<file path="config.mk">
export PLATFORM = sky130hd
export DESIGN_NAME = pipe_hazard_ctrl
export DESIGN_NICKNAME = d
export VERILOG_FILES = /design/src/rtl/pipe_hazard_ctrl_pkg.sv /design/src/rtl/pipe_hazard_ctrl_hazard_scoreboard.sv /design/src/rtl/pipe_hazard_ctrl.sv
export SDC_FILE = /design/constraint.sdc
export NUM_CORES = 1
export LEC_CHECK = 0
export BUFFER_PORTS_ARGS = -buffer_cell sky130_fd_sc_hd__buf_4
export CAP_MARGIN = 5
export CORE_MARGIN = 2
export CORE_UTILIZATION = 30
export CTS_CLUSTER_DIAMETER = 40
export CTS_CLUSTER_SIZE = 10
export DETAILED_ROUTE_END_ITERATION = 6
export GPL_TIMING_DRIVEN = 0
export PLACE_DENSITY = 0.48
export SYNTH_ARGS = -nofsm -noshare
export SYNTH_HDL_FRONTEND = slang
export SYNTH_SLANG_ARGS = --single-unit
export TNS_END_PERCENT = 50
</file>
<file path="constraint.sdc">
create_clock -name clk -period 2.34 [get_ports clk]
set_input_delay 0.234 -clock clk [delete_from_list [all_inputs] [get_ports clk]]
set_output_delay 0.234 -clock clk [all_outputs]
set_load 0.01 [all_outputs]
</file>
<file path="src/rtl/pipe_hazard_ctrl_pkg.sv">
// -----------------------------------------------------------------------------
// pipe_hazard_ctrl_pkg
// Shared definitions for the pipeline hazard controller:
//   - controller state encodings (RUN/STALL/FLUSH, code 3 unused)
//   - scoreboard entry layout {valid, rd, memr}
//   - default register-address width
// The scoreboard entry carries rd at REG_AW_MAX bits so a single typedef can
// serve every REG_AW up to that width; narrower addresses are zero-extended.
// -----------------------------------------------------------------------------
package pipe_hazard_ctrl_pkg;

    localparam int REG_AW_DEF = 6;
    localparam int REG_AW_MAX = 8;

    typedef enum logic [1:0] {
        ST_RUN   = 2'd0,
        ST_STALL = 2'd1,
        ST_FLUSH = 2'd2
    } state_e;

    typedef struct packed {
        logic                  valid;
        logic [REG_AW_MAX-1:0] rd;
        logic                  memr;
    } sb_entry_t;

endpackage

</file>
<file path="src/rtl/pipe_hazard_ctrl_hazard_scoreboard.sv">
// -----------------------------------------------------------------------------
// hazard_scoreboard
// Three-entry in-flight writer list (EX -> MEM -> WB) plus source-match logic.
// The list shifts every cycle; the EX slot takes the ID instruction only when
// it issues, otherwise an invalid entry.
//
// Build option: HAZ_FORWARD_EN
//   defined   : only a load in EX that matches a source is a hazard
//   undefined : a match against any valid EX/MEM/WB entry is a hazard
//
// Ports
//   clk, rst_n              clock, asynchronous active-low reset
//   issue                   ID instruction enters EX this cycle
//   id_valid                ID holds a real instruction
//   id_rs/id_rt             source registers, id_use_rs/id_use_rt qualify them
//   id_rd/id_regw/id_memr   destination info captured on issue
//   hazard                  combinational hazard seen at ID
// -----------------------------------------------------------------------------
module hazard_scoreboard
    import pipe_hazard_ctrl_pkg::*;
#(
    parameter int REG_AW = REG_AW_DEF
) (
    input  logic              clk,
    input  logic              rst_n,
    input  logic              issue,
    input  logic              id_valid,
    input  logic [REG_AW-1:0] id_rs,
    input  logic [REG_AW-1:0] id_rt,
    input  logic              id_use_rs,
    input  logic              id_use_rt,
    input  logic [REG_AW-1:0] id_rd,
    input  logic              id_regw,
    input  logic              id_memr,
    output logic              hazard
);

    sb_entry_t sb_q [3];
    sb_entry_t sb_d [3];
    logic [2:0] match;
    logic       unused_memr;

    // Index 0 = EX, 1 = MEM, 2 = WB.
    always_comb begin
        sb_d[0].valid = issue & id_regw;
        sb_d[0].rd    = REG_AW_MAX'(id_rd);
        sb_d[0].memr  = id_memr;
        sb_d[1]       = sb_q[0];
        sb_d[2]       = sb_q[1];
    end

    always_ff @(posedge clk or negedge rst_n) begin
        if (!rst_n) begin
            for (int i = 0; i < 3; i++) begin
                sb_q[i] <= '0;
            end
        end else begin
            for (int i = 0; i < 3; i++) begin
                sb_q[i] <= sb_d[i];
            end
        end
    end

    // Register 0 is an ordinary register here: no special-casing.
    generate
        for (genvar gi = 0; gi < 3; gi++) begin : g_match
            assign match[gi] = sb_q[gi].valid &
                ((id_use_rs & (sb_q[gi].rd == REG_AW_MAX'(id_rs))) |
                 (id_use_rt & (sb_q[gi].rd == REG_AW_MAX'(id_rt))));
        end
    endgenerate

`ifdef HAZ_FORWARD_EN
    // Bypass network covers everything except a load still in EX.
    assign hazard = id_valid & match[0] & sb_q[0].memr;
`else
    // No bypassing: wait until the writer has left WB.
    assign hazard = id_valid & (|match);
`endif

    // The oldest memr bits are not needed by either hazard rule.
    assign unused_memr = sb_q[1].memr ^ sb_q[2].memr;

endmodule

</file>
<file path="src/rtl/pipe_hazard_ctrl.sv">
// -----------------------------------------------------------------------------
// pipe_hazard_ctrl
// Stall/flush controller for an in-order pipeline. Detects data hazards at ID
// against a three-entry writer scoreboard, holds PC and IF/ID on a stall, kills
// IF/ID for FLUSH_LEN cycles after an EX redirect, and counts stall cycles and
// redirect events with saturating counters.
//
// Build option: HAZ_FORWARD_EN (see hazard_scoreboard) selects load-use-only
// hazards; the default build stalls until the writer leaves WB.
//
// Parameters: REG_AW (register address width), FLUSH_LEN (1..3 kill cycles),
//             CNT_W (performance counter width)
// Ports
//   clk, rst_n                       clock, asynchronous active-low reset
//   id_valid, id_rs, id_rt,
//   id_use_rs, id_use_rt, id_rd,
//   id_regw, id_memr                 decoded ID instruction
//   ex_redirect                      taken branch/jump resolved in EX
//   pc_hold, ifid_hold               freeze PC and IF/ID
//   idex_bubble                      load a NOP into ID/EX
//   ifid_flush                       clear IF/ID
//   state                            0 RUN, 1 STALL, 2 FLUSH
//   stall_cnt, flush_cnt             saturating event counters
// -----------------------------------------------------------------------------
module pipe_hazard_ctrl
    import pipe_hazard_ctrl_pkg::*;
#(
    parameter int REG_AW    = REG_AW_DEF,
    parameter int FLUSH_LEN = 1,
    parameter int CNT_W     = 16
) (
    input  logic              clk,
    input  logic              rst_n,
    input  logic              id_valid,
    input  logic [REG_AW-1:0] id_rs,
    input  logic [REG_AW-1:0] id_rt,
    input  logic              id_use_rs,
    input  logic              id_use_rt,
    input  logic [REG_AW-1:0] id_rd,
    input  logic              id_regw,
    input  logic              id_memr,
    input  logic              ex_redirect,
    output logic              pc_hold,
    output logic              ifid_hold,
    output logic              idex_bubble,
    output logic              ifid_flush,
    output logic [1:0]        state,
    output logic [CNT_W-1:0]  stall_cnt,
    output logic [CNT_W-1:0]  flush_cnt
);

    // Counter holds the FLUSH cycles still to go after the current one.
    localparam logic [1:0] FLUSH_RELOAD = 2'(FLUSH_LEN - 1);
    localparam logic [CNT_W-1:0] CNT_MAX = {CNT_W{1'b1}};

    state_e           state_q, state_d;
    logic [1:0]       fcnt_q, fcnt_d;
    logic [CNT_W-1:0] stall_cnt_q, stall_cnt_d;
    logic [CNT_W-1:0] flush_cnt_q, flush_cnt_d;

    logic hazard;
    logic is_stall, is_flush, is_run;
    logic killing, stalling, issue;

    // Unused code 3 falls into "run".
    assign is_stall = (state_q == ST_STALL);
    assign is_flush = (state_q == ST_FLUSH);
    assign is_run   = ~is_stall & ~is_flush;

    // A redirect always wins over a hazard in the same cycle.
    assign killing  = ex_redirect | is_flush;
    assign stalling = hazard & ~killing;
    assign issue    = id_valid & ~hazard & is_run & ~ex_redirect;

    hazard_scoreboard #(
        .REG_AW (REG_AW)
    ) u_scoreboard (
        .clk       (clk),
        .rst_n     (rst_n),
        .issue     (issue),
        .id_valid  (id_valid),
        .id_rs     (id_rs),
        .id_rt     (id_rt),
        .id_use_rs (id_use_rs),
        .id_use_rt (id_use_rt),
        .id_rd     (id_rd),
        .id_regw   (id_regw),
        .id_memr   (id_memr),
        .hazard    (hazard)
    );

    // Zero-latency outputs; gated by rst_n so a redirect seen during reset
    // cannot leak a flush.
    assign pc_hold     = rst_n & stalling;
    assign ifid_hold   = rst_n & stalling;
    assign idex_bubble = rst_n & (stalling | killing);
    assign ifid_flush  = rst_n & killing;
    assign state       = state_q;
    assign stall_cnt   = stall_cnt_q;
    assign flush_cnt   = flush_cnt_q;

    always_comb begin
        state_d     = state_q;
        fcnt_d      = fcnt_q;
        stall_cnt_d = stall_cnt_q;
        flush_cnt_d = flush_cnt_q;

        case (state_q)
            ST_STALL: begin
                if (ex_redirect) begin
                    state_d = ST_FLUSH;
                    fcnt_d  = FLUSH_RELOAD;
                end else if (!hazard) begin
                    state_d = ST_RUN;
                end
            end
            ST_FLUSH: begin
                if (ex_redirect) begin
                    fcnt_d = FLUSH_RELOAD;
                end else if (fcnt_q == 2'd0) begin
                    state_d = ST_RUN;
                end else begin
                    fcnt_d = fcnt_q - 2'd1;
                end
            end
            default: begin
                if (ex_redirect) begin
                    state_d = ST_FLUSH;
                    fcnt_d  = FLUSH_RELOAD;
                end else if (hazard) begin
                    state_d = ST_STALL;
                end
            end
        endcase

        if (pc_hold && (stall_cnt_q != CNT_MAX)) begin
            stall_cnt_d = stall_cnt_q + CNT_W'(1);
        end
        if (ex_redirect && (flush_cnt_q != CNT_MAX)) begin
            flush_cnt_d = flush_cnt_q + CNT_W'(1);
        end
    end

    always_ff @(posedge clk or negedge rst_n) begin
        if (!rst_n) begin
            state_q     <= ST_RUN;
            fcnt_q      <= 2'd0;
            stall_cnt_q <= '0;
            flush_cnt_q <= '0;
        end else begin
            state_q     <= state_d;
            fcnt_q      <= fcnt_d;
            stall_cnt_q <= stall_cnt_d;
            flush_cnt_q <= flush_cnt_d;
        end
    end

endmodule

</file>
Word level (Yosys, flattened, before mapping)
Index checks and enable logic that the tools add are counted.
Cells by class
  add/subtract/negate cells: 3
  reduce and logical (&&, ||, !) cells: 8
  muxes and demuxes: 11
  equality and inequality tests: 14
  bitwise logic cells: 29
Operators by type and width (count)
  $eq A6 B6 Y1: 6
  $add A16 B1 Y16 const B: 2
  $ne A16 B16 Y1 const B: 2
  $mux W2: 10
  $and A1 B1 Y1: 19
  $not A1 Y1: 5
  $or A1 B1 Y1: 5
  $ne A2 B2 Y1 const B: 2
  $pmux W2 S2: 1
  $reduce_and A4 Y1: 1
  $reduce_bool A4 Y1: 1
  $ne A3 B3 Y1 const B: 1
  $reduce_or A3 Y1: 1
  $eq A2 B1 Y1 const B: 1
  $eq A2 B2 Y1 const B: 1
  $logic_and A1 B1 Y1: 2
  $logic_not A2 Y1: 1
  $ne A2 B1 Y1 const B: 1
  $reduce_and A2 Y1: 1
  $reduce_bool A2 Y1: 1
  $sub A2 B1 Y2 const B: 1
Word-level totals
  bits in registers: 57
  bits of input ports: 26
  word-level logic and storage cells: 75

Logic depth before layout (Yosys ltp)
Gate-level depths: netlist of run 1.
  depth in word-level cells: 11
  mapped depth: 9
  depth with buffers taken out: 7

Modules after synthesis
A second synthesis of run 1 with hierarchy kept.
Unflattened totals
  cells, all modules: 252
  area total of the unflattened synthesis: 2857.7 um2
By module, submodules not included
  pipe_hazard_ctrl: seq. area each 900.9 um2, cells an instance 178, area each 1908.1 um2, instances 1
  hazard_scoreboard: seq. area each 525.5 um2, cells an instance 74, area each 949.7 um2, instances 1

Worst setup path after synthesis of run 1
No wires, ideal clock.
  path kind: reg2reg
  from: register flush_cnt_q[2] (netlist: flush_cnt[2])
  to: register flush_cnt_q[15] (netlist: flush_cnt[15])
  path slack: 0.423 ns
  data arrival time: 1.837 ns
  period minus slack after synthesis: 1.917 ns
  cell stages (with the launch flop): 9
  buffers on the path: 1
  setup time: 0.080 ns
  cells stage by stage: dfrtp_1 > and4_1 > nand3_2 > o31a_1 > and3_4 > and3_4 > buf_6 > nand4_2 > xnor2_1
Between the ends
  cells in the longest elaborated chain, start to end: 2
  elaborated cells between the ends (all ways): 3
  those cells by class: add/sub: 1; eq/ne: 1; reduce/logical: 1
RTL lines
  start, declared: line pipe_hazard_ctrl.sv:59  | logic [CNT_W-1:0] flush_cnt_q, flush_cnt_d;
  start signal, assigned: line pipe_hazard_ctrl.sv:154  | flush_cnt_q <= flush_cnt_d;
  branches (longest 2 deep; another with $add A16 B1 Y16)
Parallel ways; which one is timed is not known.
A chain may end at the register's enable or synchronous reset.

Worst setup path in the final report of run 1
  from: register u_scoreboard.sb_q (netlist bit u_scoreboard.sb_d[15])
  to: output idex_bubble
Between the ends
  cells in the longest elaborated chain, start to end: 9
  elaborated cells between the ends (all ways): 11
  those cells by class: eq/ne: 2; bitwise: 8; reduce/logical: 1
RTL lines
  start, declared: line pipe_hazard_ctrl_hazard_scoreboard.sv:38  | sb_entry_t sb_q [3];
  start signal, assigned by index: line pipe_hazard_ctrl_hazard_scoreboard.sv:59  | sb_q[i] <= sb_d[i];
  $eq A6 B6 Y1, on equally long branches: line pipe_hazard_ctrl_hazard_scoreboard.sv:68, pipe_hazard_ctrl_hazard_scoreboard.sv:69
  $and A1 B1 Y1, on equally long branches: line pipe_hazard_ctrl_hazard_scoreboard.sv:68, pipe_hazard_ctrl_hazard_scoreboard.sv:69
  $or A1 B1 Y1 *: line pipe_hazard_ctrl_hazard_scoreboard.sv:68  | ((id_use_rs & (sb_q[gi].rd == REG_AW_MAX'(id_rs))) |
  $and A1 B1 Y1 *: line pipe_hazard_ctrl_hazard_scoreboard.sv:67  | assign match[gi] = sb_q[gi].valid &
  $reduce_or A3 Y1 *: line pipe_hazard_ctrl_hazard_scoreboard.sv:78  | assign hazard = id_valid & (|match);
  $and A1 B1 Y1 *: line pipe_hazard_ctrl_hazard_scoreboard.sv:78
  $and A1 B1 Y1 *: line pipe_hazard_ctrl.sv:72  | assign stalling = hazard & ~killing;
  $or A1 B1 Y1 *: line pipe_hazard_ctrl.sv:96  | assign idex_bubble = rst_n & (stalling | killing);
  $and A1 B1 Y1 *: line pipe_hazard_ctrl.sv:96
  end, declared: line pipe_hazard_ctrl.sv:45  | output logic idex_bubble,
Every way passes the cells marked *; elsewhere a longest branch is shown, timed or not.

==> metrics.yaml, run 1 <==
status: "complete, but fails checks"
violations: "hold timing"
crit_chain: "xnor2_1 -> nand4_1 -> nor4_4 -> o21ai_2 -> a21bo_1 -> buf_8 -> a21boi_2 -> buf_4"
grt_pass1_wl_um: 10500
route.detailed.drc: 0
rsz0062_at_grt: "yes"
ys_types: 40
drive_above_1_share_pct: 33.6
cpLargestDelayFamily: "simple AND/OR/NAND/NOR gates"
drtIter0Drc: 56
area_growth_pct: 33.5
hpwl_um: 4450
syn-cell-area_um2: 2830
cts_tree: "yes"
vias_per_cell: 4.70
ir_drop_uv: 456
numClockSinks: 57
gr-total-overflow: 0
yosys_most_used_dff: "dfrtp_1"
endpoint_kind: "primary output"
yosys.area.top_type: "dfrtp_1"
min_path_type: "in -> async"
syn-num-nets: 273
preCtsSetupSlack_ns: 0.0952
fin_skew_ns: 0.00753
max_stage_delay_ns: 0.41
rows: 35
diodes: 0
slew_viol_final: 0
tightestPinTransition_ns: 0.770
h-tree-depth: 3
critPathLaunchType: "flip-flop"
wire_per_inst_um: 14.4
max_freq_ghz: 0.438
die_x_um: 101
initial_utilization_pct: 30.8
period_minus_slack_ns: 2.28
yosys_warnings: 0
numCtsBuffers: 9
async_flop_share_pct: 100
relSlewSlack_pct: 48.6
synth_top_area_share_pct: 50.4
routed_wl_um: 6290
synthTopCellsByArea: "dfrtp_1 50%, xnor2_1 14%, xor2_1 6.8%"
crit_type: "reg -> out"
clockRootBuffer: "clkbuf_8"
syn_inst: 242
chipHeight_um: 101
critPathMaxFanout: 3
hold_viol_final: 18
yosysMostFrequentCell: "dfrtp_1"
power_per_cell_area_nw_per_um2: 727
grt_pass1_vias: 2084
dr.pass1.iters: 4
period_share_pct: 97.5
track_usage_pct: 13.2
io_pins: 64
ys_seq_area_share_pct: 50.4
crit_required_ns: 2.11
cp_num_buf_inv: 2
clockBufferDepth: 2
gp_congestion: 0.783
critPathArrivalTime_ns: 2.05
fp.dieArea_um2: 10200
maxCapViolCount: 0
core_area_um2: 9200
clk_pin_slew_ns: 0.07
drt.antenna.violating_nets: 0
num-nets-final: 353
netlist_top_cells_count: "57 x dfrtp_1, 44 x xnor2_1, 22 x xor2_1"
synth_edf_count: 0
fin_util_pct: 41.1
clk_latency_ns: 0.33
power_leakage_uw: 0.00169
port_buffers: 61
ys_seq_elements: 57
grt_max_degree: 62
syn_avg_cell_area_um2: 11.7
slowest_stage: "dfrtp_1"
setup_slack_ns: 0.0589
hold-worst-slack_ns: -0.0298
setup_viol: 0
vias: 2058
antenna_found_initial: 0
through the flow:
stage	setup TNS [ns]	cells	total power, uW	area, um2
CTS	-0.265	438	2800	3740
global route	-0.0797	438	2930	3780
finish	0	438	2750	3780
global placement	0	414	1770	3430
floorplan	0	242	1520	2830
detailed placement	0	414	1770	3430
state kept, by name (all words and copies together), names as in the netlist:
signal / cells
fcnt_q: 2
flush_cnt: 16
u_scoreboard.sb_q: 7
stall_cnt: 16
state: 2
u_scoreboard.sb_d: 14
where the power goes:
group          leakage (uW)  internal, uW  switching [uW]
logic              0.000853           307             269
clock network      0.000105           577             396
registers          0.000733          1090             111
kinds of logic (layout without fill, tap and decap cells):
family / after synthesis / after routing / synth area share, %
AOI/OAI and AO/OA: 14 / 14 / 3.63
xor gates and xnor gates: 66 / 66 / 20.4
adders and majority gates: 5 / 5 / 2.21
buffers and inverters: 11 / 96 / 2.52
DFF: 57 / 57 / 50.4
muxes: 2 / 2 / 0.796
and+or+nand+nor: 87 / 87 / 20.0
what timing repair did:
action | in CTS | in global routing
hold buffers | 6 | 0
hold endpoints to repair | 6 | 0
buffers inserted | 2 | 1
pin swaps | 7 | 10
gates resized for setup | 6 | 8
endpoints found under the setup margin | 1 | 20
layout make-up:
class | instances | area (um2)
buffer | 5 | 45.0
clock buffer | 12 | 165
clock inverter | 4 | 50.0
fill | 911 | 5420
inverter | 5 | 18.8
multi-input combinational | 174 | 1390
sequential | 57 | 1430
tap | 111 | 139
timing repair buffer | 70 | 541
layer usage:
metal	routed length, um	track usage, %
met3	297	4.85
met4	59	4.05
met1	2950	17.3
met2	2990	20.5
met5	0	0
worst paths after layout:
kind / end / cells after the start / from / slack, ns
max reg2reg: stall_cnt[1] / 8 / u_scoreboard.sb_d[15] / 0.15
max in group asynchronous: u_scoreboard.sb_d[13] / 1 / rst_n / 1.81
max: idex_bubble / 8 / u_scoreboard.sb_d[15] / 0.06
min in group clk: u_scoreboard.sb_d[19] / 3 / id_regw / 0.17
min: stall_cnt[10] / 1 / rst_n / -0.03
min reg2reg: u_scoreboard.sb_q[9] / 0 / u_scoreboard.sb_d[9] / 0.40
cell usage in the layout, fill, tap and decap left out, drive strengths merged, types with 5 or more instances in the layout:
master and instances:
buf 68, dfrtp 57, xnor2 44, xor2 22, nand3 21, nand4 14, clkbuf 13, nor4 11
nand2 10, nor2 10, dlygate4sd3 6, inv 5, ha 5, and3 5
(Power assumes the default switching activity.)
==> run 2, diff against run 1 <==
--- a/config.mk
+++ b/config.mk
@@ -10,7 +10,6 @@
 export CORE_MARGIN = 2
 export CORE_UTILIZATION = 30
 export CTS_CLUSTER_DIAMETER = 40
-export CTS_CLUSTER_SIZE = 10
 export DETAILED_ROUTE_END_ITERATION = 6
 export GPL_TIMING_DRIVEN = 0
 export PLACE_DENSITY = 0.48
==> constraint.sdc (replaced) <==
create_clock -name clk -period 2.34 [get_ports clk]
set_input_delay 0.234 -clock clk [delete_from_list [all_inputs] [get_ports clk]]
set_output_delay 0.234 -clock clk [all_outputs]
set_load 0.1 [all_outputs]
==> metrics.yaml, run 2 (synthesis results as in run 1) <==
layout_commonest_cell: "buf_4"
gr-usage-met3_pct: 3.61  # -1.2 points
slowest_stage: "dfrtp_1"
drtIter0Drc: 40  # -29%
post_dp_cell_area_um2: 3470  # +1.2%
period_share_pct: 103  # +5.7 points
vias: 2081  # +1.1%
numClockSinks: 57  # unchanged
status: "complete, but fails checks"
critPathMaxFanout: 3  # unchanged
crit_chain: "xnor2_1 -> nand4_1 -> nor4_2 -> o21ai_2 -> a21bo_2 -> buf_12 -> a21boi_4 -> buf_12"
period_minus_slack_ns: 2.41  # +0.132 ns
fp.dieArea_um2: 10200  # unchanged
slew_viol_final: 0  # unchanged
route.detailed.drc: 0  # unchanged
clk_pin_slew_ns: 0.06  # about the same
maxCapViolCount: 0  # unchanged
cts_tree: "yes"
grt_pass1_vias: 2071  # -0.62%
finalPower_uw: 3090  # +13%
final_cell_mix: "65 x buf_4, 44 x xnor2_1, 39 x dfrtp_1"
cpLargestDelayFamily: "compound AO/OA/AOI/OAI gates"
gr-total-overflow: 0  # unchanged
grt_max_degree: 62  # unchanged
tightestPinTransition_ns: 0.785  # +0.0147 ns
clockBufferDepth: 2  # unchanged
port_buffers: 61  # unchanged
grt_use_met2_pct: 19.7  # -0.82 points
clockRootBuffer: "clkbuf_8"
crit_required_ns: 2.11  # about the same
num-nets-final: 357  # +1.1%
violations: "hold timing, setup timing"
endpoint_kind: "primary output"
wire_per_inst_um: 14.4  # +0.17%
relSlewSlack_pct: 47.7  # -0.98 points
rsz0062_at_grt: "yes"
drive_above_1_share_pct: 38.7  # +5.0 points
cpMostUsedCell: "buf_12"
vias_per_cell: 4.71  # +0.20%
critPathLaunchType: "flip-flop"
hold_viol_final: 13  # -5
preCtsSetupSlack_ns: 0.0616  # -0.0337 ns
fin_util_pct: 42.1  # +1.0 points
initial_utilization_pct: 30.8  # unchanged
hold-worst-slack_ns: -0.0188  # +0.0110 ns
dr.pass1.iters: 4  # unchanged
antenna_found_initial: 0  # unchanged
setup_slack_ns: -0.0736  # -0.132 ns
power_per_cell_area_nw_per_um2: 799  # +9.9%
hpwl_um: 4470  # +0.54%
fin_skew_ns: 0.0103  # +0.00280 ns
track_usage_pct: 13.5  # +0.24 points
stdcell_area_um2: 3870  # +2.5%
diodes: 0  # unchanged
core_area_um2: 9200  # unchanged
ir_drop_uv: 1150  # +150%
nFillCells: 909  # -0.22%
drt.antenna.violating_nets: 0  # unchanged
chipHeight_um: 101  # unchanged
gp_congestion: 0.776  # -0.79%
io_pins: 64  # unchanged
critPathArrivalTime_ns: 2.18  # +0.13 ns
area_growth_pct: 36.8
multi_input_area_um2: 1430  # +2.9%
cp_num_buf_inv: 2  # unchanged
r2r.worst_path.cells: 9  # +1
numCtsBuffers: 9  # unchanged
h-tree-depth: 3  # unchanged
routed_wl_um: 6360  # +1.1%
seq_area_um2: 1450  # +1.7%
power_leakage_uw: 0.00168  # -0.78%
crit_type: "reg -> out"
setup_viol: 2  # +2
grt_pass1_wl_um: 10700  # +1.4%
grt_use_met1_pct: 18.6  # +1.3 points
reg2reg_from: "u_scoreboard.sb_d[14]"
min_path_type: "in -> async"
max_stage_delay_ns: 0.41  # about the same
rows: 35  # unchanged
grt_busiest_layer: "met2"
r2r_slack_ns: 0.10  # -0.05 ns
reg2reg_to: "stall_cnt[12]"
clk_latency_ns: 0.33  # about the same
die_x_um: 101  # unchanged
max_freq_ghz: 0.414  # -5.5%
==> run 2: report_power, final <==
group | switching [uW] | internal, uW
Clock | 366 | 414
Sequential | 110 | 1100
Combinational | 779 | 326
Total | 1250 | 1840
==> run 2: how the worst max path moves through the flow <==
stage / depth (start not counted) / endpoint / start / slack, ns
finish: 8 / idex_bubble / u_scoreboard.sb_d[14] / -0.07
global route: 8 / idex_bubble / u_scoreboard.sb_d[14] / -0.18
CTS: 9 / idex_bubble / u_scoreboard.sb_d[13] / -0.18
detailed placement: 7 / stall_cnt[5] / state[0] / 0.06
global placement: 7 / stall_cnt[9] / state[0] / 0.08
floorplan: 7 / idex_bubble / u_scoreboard.sb_d[12] / -0.09
==> run 2: final cells by class <==
cell class	instances	area share, %
buffer	5	1.39
clock buffer	15	4.04
clock inverter	1	0.129
inverter	5	0.485
multi-input combinational	174	37.0
sequential	57	37.5
tap	111	3.59
timing repair buffer	74	15.9
==> run 2: stage by stage <==
| stage | setup TNS, ns | cells |
|---|---|---|
| 6_report | -0.100 | 442 |
| 3_3_place_gp | 0 | 414 |
| 5_1_grt | -0.338 | 442 |
| 2_1_floorplan | -0.0923 | 242 |
| 3_5_place_dp | 0 | 414 |
| 4_1_cts | -0.214 | 438 |
==> run 2: repair_timing <==
action,CTS,global route
gates resized for setup,13,16
endpoints found under the setup margin,2,20
hold buffers,6,0
pin swaps,8,10
hold endpoints to repair,6,0
buffers inserted,2,5
==> run 2: per-layer routing <==
layer  part of all wire, %  vias to the layer above
met1                    48                     1013
met5                     0                        -
met2                    46                       37
met3                   4.0                        8
li1                      -                     1023
met4                   1.5                        0
==> run 3, diff against run 2 <==
--- a/config.mk
+++ b/config.mk
@@ -13,6 +13,7 @@
 export DETAILED_ROUTE_END_ITERATION = 6
 export GPL_TIMING_DRIVEN = 0
 export PLACE_DENSITY = 0.48
+export SETUP_SLACK_MARGIN = 0.5
 export SYNTH_ARGS = -nofsm -noshare
 export SYNTH_HDL_FRONTEND = slang
 export SYNTH_SLANG_ARGS = --single-unit
==> metrics.yaml, run 3 (synthesis results as in run 1) <==
status: "complete, but fails checks"
violations: "setup timing"
relSlewSlack_pct: 48.7  # +0.99 points
clk_pin_slew_ns: 0.08  # +0.02 ns
min_path_type: "in -> reg"
h-tree-depth: 3  # unchanged
final_cell_mix: "69 x buf_4, 38 x xnor2_1, 25 x dfrtp_1"
clk_latency_ns: 0.35  # +0.02 ns
port_buffers: 61  # unchanged
route.detailed.drc: 0  # unchanged
vias: 2153  # +3.5%
fin_skew_ns: 0.0123  # +0.00192 ns
vias_per_cell: 4.72  # +0.28%
period_share_pct: 104  # +0.95 points
gp_congestion: 0.836  # +7.7%
clockBufferDepth: 2  # unchanged
die_x_um: 101  # unchanged
gr-total-overflow: 0  # unchanged
numCtsBuffers: 9  # unchanged
drtIter0Drc: 64  # +60%
grt_max_degree: 57  # -8.1%
drive_above_1_share_pct: 53.9  # +15 points
maxCapViolCount: 0  # unchanged
cts_tree: "yes"
numClockSinks: 57  # unchanged
dr.pass1.iters: 5  # +1
crit_type: "reg -> out"
preCtsSetupSlack_ns: 0.0312  # -0.0303 ns
clockRootBuffer: "clkbuf_8"
period_minus_slack_ns: 2.44  # +0.0221 ns
track_usage_pct: 14.9  # +1.4 points
setup_slack_ns: -0.0957  # -0.0221 ns
hpwl_um: 4500  # +0.57%
setup_viol: 1  # -1
endpoint_kind: "primary output"
wire_per_inst_um: 15.5  # +7.5%
layout_commonest_cell: "buf_4"
power_leakage_uw: 0.00185  # +10%
tightestPinTransition_ns: 0.768  # -0.0174 ns
power_per_cell_area_nw_per_um2: 768  # -3.9%
ir_drop_uv: 798  # -31%
io_pins: 64  # unchanged
antenna_found_initial: 0  # unchanged
rsz0062_at_grt: "yes"
critPathLaunchType: "flip-flop"
finalSetupTns_ns: -0.0957  # +0.00466 ns
area_growth_pct: 57.1
max_freq_ghz: 0.411  # -0.91%
initial_utilization_pct: 30.8  # unchanged
grt_pass1_vias: 2180  # +5.3%
hold_viol_final: 0  # -13
fp.dieArea_um2: 10200  # unchanged
drt.antenna.violating_nets: 0  # unchanged
rows: 35  # unchanged
grt_pass1_wl_um: 11500  # +8.1%
finalPower_uw: 3410  # +10%
fin_util_pct: 48.3  # +6.2 points
chipHeight_um: 101  # unchanged
num-nets-final: 371  # +3.9%
critPathArrivalTime_ns: 2.20  # +0.02 ns
diodes: 0  # unchanged
core_area_um2: 9200  # unchanged
routed_wl_um: 7050  # +11%
critPathMaxFanout: 3  # unchanged
crit_required_ns: 2.11  # about the same
slew_viol_final: 0  # unchanged
## run 3: cell types whose count changed in the layout (fill, tap and decap cells not counted), sizes merged
cell,previous run,this run
buf,72,83
bufinv,0,1
clkbuf,16,10
clkinvlp,0,3
dlygate4sd3,6,9
inv,5,7
## run 3: critical path, cell delays in order, from the launching register on
cell	delay [ns]
dfrtp_2	0.45
xnor2_2	0.15
nand4_1	0.19
nor4_4	0.20
o21ai_2	0.08
a21bo_1	0.21
buf_6	0.12
buf_12	0.12
a21boi_4	0.14
buf_12	0.19
## run 3: area by class of cell
class | instances | area (um2)
Sequential cell | 57 | 1510
Inverter | 5 | 21.3
Tap cell | 111 | 139
Clock inverter | 7 | 78.8
Buffer | 6 | 81.3
Clock buffer | 9 | 124
Multi-Input combinational cell | 174 | 1730
Fill cell | 869 | 4750
Timing Repair Buffer | 87 | 761
## run 3: per-layer routing
metal  share of wire, %  routed length, um  track usage [%]
met1                 47               3300             20.6
met5                  0                  0                0
met2                 47               3310             22.1
met3                5.1                358             4.16
met4                1.1                 75             5.61
## run 3: repair_timing
item	4_1_cts	5_1_grt
pin swaps	27	28
setup endpoints to repair	26	27
endpoints found under the hold margin	12	16
cloned	1	0
hold buffers	7	3
gates resized for setup	41	26
buffers inserted	12	3
## run 3: power breakdown
| part | total, uW | switching (uW) | internal [uW] | leakage (uW) |
|---|---|---|---|---|
| clock network | 963 | 463 | 500 | 0.0000925 |
| logic | 1190 | 808 | 387 | 0.00107 |
| registers | 1250 | 128 | 1130 | 0.000685 |
| total | 3410 | 1400 | 2010 | 0.00185 |
## run 3: worst paths after layout
kind,cells after the start,startpoint,end,slack [ns]
worst max-delay path,9,u_scoreboard.sb_d[14],idex_bubble,-0.1
min in group asynchronous,2,rst_n,flush_cnt[7],0.37
max in group asynchronous,2,rst_n,u_scoreboard.sb_d[14],1.24
worst max register to register,11,u_scoreboard.sb_d[14],stall_cnt[14],0.02
worst min-delay path,3,id_regw,u_scoreboard.sb_d[19],0.14
worst min register to register,0,u_scoreboard.sb_d[9],u_scoreboard.sb_q[9],0.38
## run 3: through the flow
stage	hold slack [ns]	cell area, um2	cells
floorplan	-0.0616	3010	242
global placement	0.345	3610	414
detailed placement	0.344	3610	414
CTS	-0.0337	4230	450
global route	0.130	4440	456
finish	0.142	4440	456
